===== src/rtl/run_ctrl.sv =====
// Run sequencer and scorer for one grid test: holds the core in reset,
// releases it for a run, scores every output-lane transfer, stops on done/idle.
module run_ctrl #(
  parameter int LANES       = 4,
  parameter int HOLD_CYCLES = 4,
  parameter int TIMEOUT     = 1000
) (
  input  logic              clk,
  input  logic              rst,
  input  logic              start,
  input  logic [5:0]        lane_len   [0:LANES-1],
  input  logic              lane_write [0:LANES-1],
  input  logic              lane_read  [0:LANES-1],
  input  logic signed [10:0] lane_out  [0:LANES-1],
  input  logic signed [10:0] exp_data  [0:LANES-1],
  output logic [5:0]        exp_idx    [0:LANES-1],
  output logic              core_rst,
  output logic [7:0]        correct,
  output logic [7:0]        count,
  output logic              busy,
  output logic              done,
  output logic              pass,
  output logic              timeout
);

  localparam int HW = $clog2(HOLD_CYCLES) + 1;
  localparam int WW = $clog2(TIMEOUT + 1);
  localparam int NW = $clog2(LANES + 1);

  typedef enum logic [1:0] {
    S_IDLE,
    S_HOLD,
    S_RUN,
    S_DONE
  } state_t;

  state_t          r_state;
  state_t          w_state_nx;
  logic [5:0]      r_len [0:LANES-1];
  logic [5:0]      r_idx [0:LANES-1];
  logic [7:0]      r_count;
  logic [7:0]      r_correct;
  logic [HW-1:0]   r_hold;
  logic [WW-1:0]   r_wd;
  logic            r_ovr;
  logic            r_timeout;

  logic            w_xfer   [0:LANES-1];
  logic            w_inr    [0:LANES-1];
  logic [5:0]      w_idx_nx [0:LANES-1];
  logic [NW-1:0]   w_nin;
  logic [NW-1:0]   w_nok;
  logic            w_any;
  logic            w_ovr;
  logic            w_cmpl;
  logic [WW-1:0]   w_wd_nx;
  logic            w_tmo;

  function automatic logic [7:0] sat_add(
    input logic [7:0]    a,
    input logic [NW-1:0] b
  );
    logic [8:0] s;
    s = {1'b0, a} + 9'(b);
    return s[8] ? 8'hFF : s[7:0];
  endfunction

  // Per-lane scoring of this cycle's transfers; completion looks at next idx
  always_comb begin
    w_nin  = '0;
    w_nok  = '0;
    w_any  = 1'b0;
    w_ovr  = 1'b0;
    w_cmpl = 1'b1;
    for (int i = 0; i < LANES; i++) begin
      w_xfer[i]   = lane_write[i] & lane_read[i];
      w_inr[i]    = w_xfer[i] && (r_idx[i] < r_len[i]);
      w_idx_nx[i] = r_idx[i] + (w_inr[i] ? 6'd1 : 6'd0);
      if (w_inr[i]) w_nin = w_nin + NW'(1);
      if (w_inr[i] && lane_out[i] == exp_data[i]) w_nok = w_nok + NW'(1);
      if (w_xfer[i]) w_any = 1'b1;
      if (w_xfer[i] && !w_inr[i]) w_ovr = 1'b1;
      if (w_idx_nx[i] != r_len[i]) w_cmpl = 1'b0;
    end
    w_wd_nx = w_any ? '0 : r_wd + WW'(1);
    w_tmo   = (w_wd_nx == WW'(TIMEOUT));
  end

  always_comb begin
    w_state_nx = r_state;
    unique case (r_state)
      S_IDLE: if (start) w_state_nx = S_HOLD;
      S_HOLD: if (r_hold == '0) w_state_nx = S_RUN;
      S_RUN:  if (w_cmpl || w_tmo) w_state_nx = S_DONE;
      S_DONE: if (start) w_state_nx = S_HOLD;
      default: w_state_nx = S_IDLE;
    endcase
  end

  always_ff @(posedge clk) begin
    if (rst) begin
      r_state   <= S_IDLE;
      r_count   <= '0;
      r_correct <= '0;
      r_hold    <= '0;
      r_wd      <= '0;
      r_ovr     <= 1'b0;
      r_timeout <= 1'b0;
      for (int i = 0; i < LANES; i++) begin
        r_len[i] <= '0;
        r_idx[i] <= '0;
      end
    end else begin
      r_state <= w_state_nx;
      unique case (r_state)
        S_IDLE, S_DONE: begin
          if (start) begin
            r_count   <= '0;
            r_correct <= '0;
            r_hold    <= HW'(HOLD_CYCLES - 1);
            r_wd      <= '0;
            r_ovr     <= 1'b0;
            r_timeout <= 1'b0;
            for (int i = 0; i < LANES; i++) begin
              r_len[i] <= lane_len[i];
              r_idx[i] <= '0;
            end
          end
        end
        S_HOLD: begin
          if (r_hold != '0) r_hold <= r_hold - HW'(1);
        end
        S_RUN: begin
          r_count   <= sat_add(r_count, w_nin);
          r_correct <= sat_add(r_correct, w_nok);
          r_wd      <= w_wd_nx;
          if (w_ovr) r_ovr <= 1'b1;
          // completion in the same cycle as the watchdog expiry wins
          if (!w_cmpl && w_tmo) r_timeout <= 1'b1;
          for (int i = 0; i < LANES; i++) r_idx[i] <= w_idx_nx[i];
        end
        default: ;
      endcase
    end
  end

  assign exp_idx  = r_idx;
  assign core_rst = (r_state != S_RUN);
  assign busy     = (r_state == S_HOLD) || (r_state == S_RUN);
  assign done     = (r_state == S_DONE);
  assign pass     = done && !r_timeout && !r_ovr && (r_correct == r_count);
  assign timeout  = r_timeout;
  assign count    = r_count;
  assign correct  = r_correct;

endmodule


===== config.mk =====
export PLATFORM = sky130hd
export DESIGN_NAME = run_ctrl
export DESIGN_NICKNAME = d
export VERILOG_FILES = /design/src/rtl/run_ctrl.sv
export SDC_FILE = /design/constraint.sdc
export NUM_CORES = 1
export LEC_CHECK = 0
export BUFFER_PORTS_ARGS = -buffer_cell sky130_fd_sc_hd__buf_2
export CORE_MARGIN = 4
export CORE_UTILIZATION = 30
export DETAILED_ROUTE_END_ITERATION = 6
export MAX_ROUTING_LAYER = met4
export PLACE_DENSITY = 0.62
export SYNTH_ARGS = -nofsm -noshare
export SYNTH_HDL_FRONTEND = slang
export SYNTH_SLANG_ARGS = --single-unit

===== constraint.sdc =====
create_clock -name clk -period 5.65 [get_ports clk]
set_input_delay 0 -clock clk [delete_from_list [all_inputs] [get_ports clk]]
set_output_delay 0 -clock clk [all_outputs]
set_load 0.05 [all_outputs]

* Yosys cells after proc, flatten, opt, wreduce, memory -nomap -nowiden *
Memory sizes are Yosys's and may differ from the RTL's.
Index checks and enable logic that the tools add are counted.

word-level totals
  word-level logic and storage cells = 150
  bits in writable memories = 24
  memories kept = 1
  register bits after elaboration = 57
  latch bits = 0
  bits in read-only memories = 0
  output and inout bits = 45
  input bits = 123

memories
  memory  depth  bits a word  read ports  clocked after Yosys merged registers in  write ports  RTL line  text
  r_len   4      6            4           0                                        4            39        logic [5:0] r_len [0:LANES-1];

cells by class
  equal/unequal tests = 20
  reduce and logical (&&, ||, !) cells = 36
  $mul = 0
  magnitude comparators = 4
  muxes and demuxes = 56
  shift operators = 0
  add/sub/neg operators = 14
  divide/modulo/power cells = 0
  bitwise logic cells = 8

operator list
  operator                                        number
  case mux 24 bit (2 select lines)                1
  == test 11 bit                                  4
  case mux 8 bit (2 select lines)                 2
  2-to-1 mux 1 bit                                27
  adder 6 x 1 -> 6 bit                            4
  < comparator 6 bit                              4
  2-to-1 mux 24 bit                               1
  2-to-1 mux 3 bit                                8
  2-to-1 mux 6 bit                                4
  2-to-1 mux 8 bit                                3
  inequality test 6 bit                           4
  2-to-1 mux 10 bit                               2
  case mux 10 bit (2 select lines)                1
  adder 3 x 1 -> 3 bit (second input constant)    6
  adder 8 x 3 -> 9 bit                            2
  logical AND 1 bit                               16
  inequality test 2 bit (second input constant)   6
  AND reduction 3 bit                             4
  adder 10 x 1 -> 10 bit (second input constant)  1
  == test 10 bit (second input constant)          1
  == test 8 bit                                   1
  logical NOT 1 bit                               7
  2-to-1 mux 2 bit                                3
  case mux 2 bit (3 select lines)                 1
  15 further kinds                                25

* Logic depth before layout (Yosys ltp) *
An unclocked memory read counts as a cell.

  depth after elaboration = 14
  depth in mapped cells = 23
  gate-level depth less buffers = 22

* Worst setup path before layout *
Ideal clock, no wire load.

  path kind = reg-to-reg
  from = register r_idx (netlist bit exp_idx[19])
  to = register r_count[2], in the netlist count[2]
  data required time = 5,518 ps
  arrival = 4,146 ps
  setup slack = 1,371 ps
  stages on the path, launching flop included = 17
  clock period less this slack = 4,279 ps
  path buffers = 0
  setup time = 132 ps
  cells stage by stage = dfxtp_1 > ha_1 > a21o_1 > a21o_1 > a211oi_1 > o21a_1 > ha_1 > xor2_1 > ha_1 > mux2_2 > fa_1 > and2_1 > o21a_1 > and3_1 > and3_1 > o21ai_0 > a21oi_1

between the ends
  word-level cells in the longest chain between the ends = 12

ends and longest elaborated chain
  element                            RTL line  text
  start: declaration                 40        logic [5:0] r_idx [0:LANES-1];
  start signal: indexed assignment   111       r_idx[i] <= '0;
  start signal: indexed assignment   126       r_idx[i] <= '0;
  < comparator 6 bit *               77        w_inr[i] = w_xfer[i] && (r_idx[i] < r_len[i]);
  logical AND 1 bit *                77
  2-to-1 mux 1 bit *                 79        if (w_inr[i]) w_nin = w_nin + NW'(1);
  adder 3 x 1 -> 3 bit               79
  2-to-1 mux 3 bit *                 79
  adder 3 x 1 -> 3 bit               79
  2-to-1 mux 3 bit *                 79
  adder 3 x 1 -> 3 bit               79
  2-to-1 mux 3 bit *                 79
  adder 8 x 3 -> 9 bit *             64        s = {1'b0, a} + 9'(b);
  2-to-1 mux 8 bit *                 65        return s[8] ? 8'hFF : s[7:0];
  case mux 8 bit (2 select lines) *  115       unique case (r_state)
  end signal: assignment             134       r_count <= sat_add(r_count, w_nin);
  end: declaration                   41        logic [7:0] r_count;

Every way passes the cells marked *; elsewhere a longest branch is shown, timed or not.
A chain may end at the register's enable or synchronous reset.

* Worst setup path in the final report *
  from = register r_idx (netlist bit exp_idx[15])
  to = register r_count[2], in the netlist count[2]

between the ends
  word-level cells in the longest chain between the ends = 10

ends and longest elaborated chain
  element                            RTL line
  < comparator 6 bit *               77
  logical AND 1 bit *                77
  2-to-1 mux 3 bit *                 79
  adder 3 x 1 -> 3 bit               79
  2-to-1 mux 3 bit *                 79
  adder 3 x 1 -> 3 bit               79
  2-to-1 mux 3 bit *                 79
  adder 8 x 3 -> 9 bit *             64
  2-to-1 mux 8 bit *                 65
  case mux 8 bit (2 select lines) *  115

Marked as above.

==> results.md <==
- The most numerous cell type found on the critical path is ha_1.
- The flow ran to the end, and the final reports show no timing, DRC or antenna violations.
- The cell count after synthesis is 683.
- The part of the power in registers is 0.354.
- For this run, global-route usage on met3 was measured as 0.0331.
- The pre-antenna-repair detailed-routing pass consisted of 5 iterations.
- The H-tree was split into 3 levels.
- The total net switching power is 826 µW.
- The peak ir drop on the vdd network is 0.189 mV.
- The path with the worst hold slack has its endpoint at r_ovr.
- After clock tree synthesis, the clock-pin slew on the worst setup and hold paths is 0.06 ns.
- After the first detailed-routing iteration, the DRC count stood at 261.
- For this run, the top clock speed supported by timing is 230 MHz.
- The net switching share of the total power is 0.389.
- Setup repair after global routing left no endpoint under its margin.
- The area share of the largest cell type after synthesis is 0.196.
- For the worst setup path, the data required time is 5.85 ns.
- The total standard cell area after synthesis is 5840 µm².
- For this run, global-route usage on met2 was measured as 0.256.
- The routed wire length is 16200 µm.
- The combined buffer and inverter count along the critical path is 0.
- The post-CTS resize count is 0.
- Among all stages on the critical path, the largest delay is contributed by dfxtp_1.
- The number of cell instances on the worst register-to-register path is 15.
- The floorplan die height is 147 µm.
- In this run the core area contains 50 standard-cell rows.
- In this run the mean area of a mapped cell was 8.54 µm².
- The via density per instance is 4.78.
- Entering global routing, the biggest net connects 60 pins.
- TritonCTS created 9 clock buffers.
- The kind of capture point of the worst setup path is a flip-flop.
- On the worst path, the slowest cell contributes a delay of 0.54 ns.
- The biggest area contributor in the post-synthesis netlist is dfxtp_1.
- The overall overflow remaining after global route is 0.
- By area the synthesized netlist is led by dfxtp_1 20%, edfxtp_1 12%, xor2_1 11%.
- The estimated wirelength of the detail-placed design is 12200 µm.
- The region available for standard cell placement spans 18900 µm².
- In the finished design, the share of the clock period the worst path needs comes to 0.769.
- The starting density of the core is 0.309.
- Measured along the x axis, the die boundary spans 147 µm.
- The data arrival time of the critical path is 4.54 ns.
- The total inserted antenna cells is 0.
- The CTS tree is built.
- Counting flops with a built-in enable in the synthesized netlist gives 24.
- The worst slack at placement is 1.34 ns.
- Setup violations remaining at the end of the flow were counted as 0.
- The remaining routing DRC violations is 0.
- The via count is 5405.
- In this run the post-CTS setup repair buffer count came out at 0.
- In this run the tightest slew margin relative to its limit is 0.283.
- During synthesis, Yosys emitted a total of 0 warnings.
- In this run the critical register-to-register path is captured at count[2].
- The number of distinct library cell variants in the gate-level netlist after synthesis is 65.
- The number of buffer cells added on primary ports is 167.
- For this design the static power due to leakage is 0.00346 µW.
- The relative area change from synthesis to final layout is 27.7%.
- The first-pass GRT wire length is 26700 µm.
- The layer flagged by global routing as most heavily used is met2.
- The smallest setup slack after layout is 1.31 ns.
- The beginning of the worst register-to-register path is exp_idx[15].
- The top fanout value on the critical path is 11.
- The register-to-register setup slack is 1.31 ns.
- The signal on the critical path passes through ha_1 > a21oi_1 > o2111a_2 > o21a_1 > ha_1 > xor2_1 > ha_1 > mux2_2 > fa_1 > and2_1 > o21a_1 > and3_1 > and3_1 > o21ai_0 > a21oi_1.
- At the end of the flow, the number of nets in the layout was 1035.
- The time the final worst path needs with I/O delays and setup is 4.34 ns.
- The count of clock tree sinks is 81.
- Of the total power, the clock network draws 0.257.
- The detail route stage leaves a number of antenna-violating nets equal to 0.
- The family with the most delay on the worst path is adder cells.
- The number of pins exceeding their max-slew limit in the final report was 0.
- In the synthesized netlist the async set-or-reset flop fraction comes to 0.
- The worst-skew pair later-pin latency is 0.34 ns.
- The die area is 21700 µm².
- In the final layout, the share of cells above drive strength 1 is 0.237.
- The cell at the root of the clock tree is clkbuf_16.
- Routability-driven placement finished with a final weighted congestion of 0.788.
- The global routing usage on met1 is 0.197.
- The minimum hold slack is 0.0147 ns.
- The number of antenna violations at the first check in global routing is 0.
- The number of endpoints with negative hold slack in the final report is 0.
- The share of total power dissipated in combinational logic is 0.388.
- The number of global-route vias before repair was 5285.
- The type of the worst setup path is reg -> reg.
- The slew at the pin with the worst max-slew slack is 1.07 ns.
- Buffers inserted to repair hold after CTS numbered 24.
- The buffer levels on the longest clock path is 2.
- The launch point of the worst hold path is lane_read[2].
- Synthesis produced a netlist with a net count of 853.
- Along the worst hold path, the cell count comes to 3.
- The overall track demand over capacity in global routing is 0.154.
- The main flop type after synthesis is dfxtp_1.
- In the final routed layout, each cell accounts on average for 14.4 µm.
- The post-synthesis sequential element count is 81.
- The worst hold-check path type is in -> reg.
- For this run, the register share of the synthesized area comes to 0.319.
- The count of max-cap constraint violations is 0.
- The launching element type of the critical path is a flip-flop.
- In this run the power density over the cells is 285 nW/µm².
- On the final layout, the worst clock skew is 0.00705 ns.
- Summed over all failing endpoints, the final setup total negative slack is 0 ns.
- The cell-internal power is 1300 µW.
- The number of ports placed on the die boundary is 168.
-- registers in the layout, summed over array words and instances (netlist names) --
| signal | flops |
|---|---|
| r_len | 24 |
| r_wd | 10 |
| correct | 8 |
| timeout | 1 |
| r_state | 2 |
| r_hold | 3 |
| count | 8 |
| exp_idx | 24 |
| r_ovr | 1 |
-- metal layers --
layer	routed length (µm)	vias up
li1	-	2772
met1	7320	2487
met2	7920	136
met3	854	10
met4	119	0
met5	0	-
-- through the flow --
stage,instance area [µm²],power (µW),utilization,instances
after floorplan,5840,1330,-,683
after global placement,6940,1570,0.367,1090
after detailed placement,6940,1580,0.367,1090
after CTS,7450,2150,0.394,1130
after global routing,7450,2280,0.394,1130
final,7450,2120,0.394,1130
-- tightest hold or removal path, stage by stage --
cell	delay, ns
buf_2	0.10
a31oi_1	0.07
a31oi_1	0.14
-- power groups by stage --
stage	Combinational (µW)	Sequential (µW)	Clock, µW
floorplan	564	763	0
global placement	810	762	0
detailed placement	816	765	0
CTS	836	752	565
global route	925	763	589
finish	825	753	546
-- cells in the mapped netlist, types with 8 or more instances --
library cell / instances
a21oi_1: 49
or3_1: 8
xor2_1: 74
nand2_1: 41
nor2_1: 62
nor4_1: 16
o21ai_0: 25
nand2b_1: 9
and3_1: 17
clkbuf_1: 21
edfxtp_1: 24
a22oi_1: 11
inv_1: 33
nand4_1: 9
ha_1: 45
o21ai_1: 18
xnor2_1: 26
and2_1: 27
dfxtp_1: 57
a21o_1: 10
nand3_1: 13
nor3_1: 16
-- cell type report --
class                           instances  area [µm²]
Multi-Input combinational cell        544        3760
Inverter                               34         128
Clock inverter                          6        41.3
Fill cell                            1967       11400
Timing Repair Buffer                  195        1110
Clock buffer                           10         229
Sequential cell                        81        1860
Tap cell                              260         325
-- placed cells by master (no fill, tap or decap), drive strengths merged, types with 24 or more instances in the layout --
cell type      n
buf          171
xor2          74
nor2          62
dfxtp         57
a21oi         51
ha            45
o21ai         44
nand2         41
inv           36
and2          28
xnor2         26
dlygate4sd3   24
edfxtp        24
-- worst max-delay path by stage --
stage	start	to	slack (ns)	cells after the start
2_1_floorplan	exp_idx[19]	count[2]	1.37	16
3_3_place_gp	exp_idx[15]	count[2]	1.46	15
3_5_place_dp	exp_idx[15]	count[2]	1.34	15
4_1_cts	exp_idx[15]	count[2]	1.31	15
5_1_grt	r_len[0][1]	count[4]	0.96	18
6_report	exp_idx[15]	count[2]	1.31	15
-- kinds of logic (layout without fill, tap and decap cells) --
logic type	Yosys count	after routing	share of synthesized area
XOR/XNOR	100	100	0.150
AO/OA/AOI/OAI	155	155	0.169
multiplexers	3	3	0.00557
adder cells (fa/ha/maj)	48	48	0.105
flip-flops	81	81	0.319
buffers and inverters	58	245	0.0397
AND/OR/NAND/NOR	238	238	0.212
No activity file was read; power rests on OpenSTA's default activity.
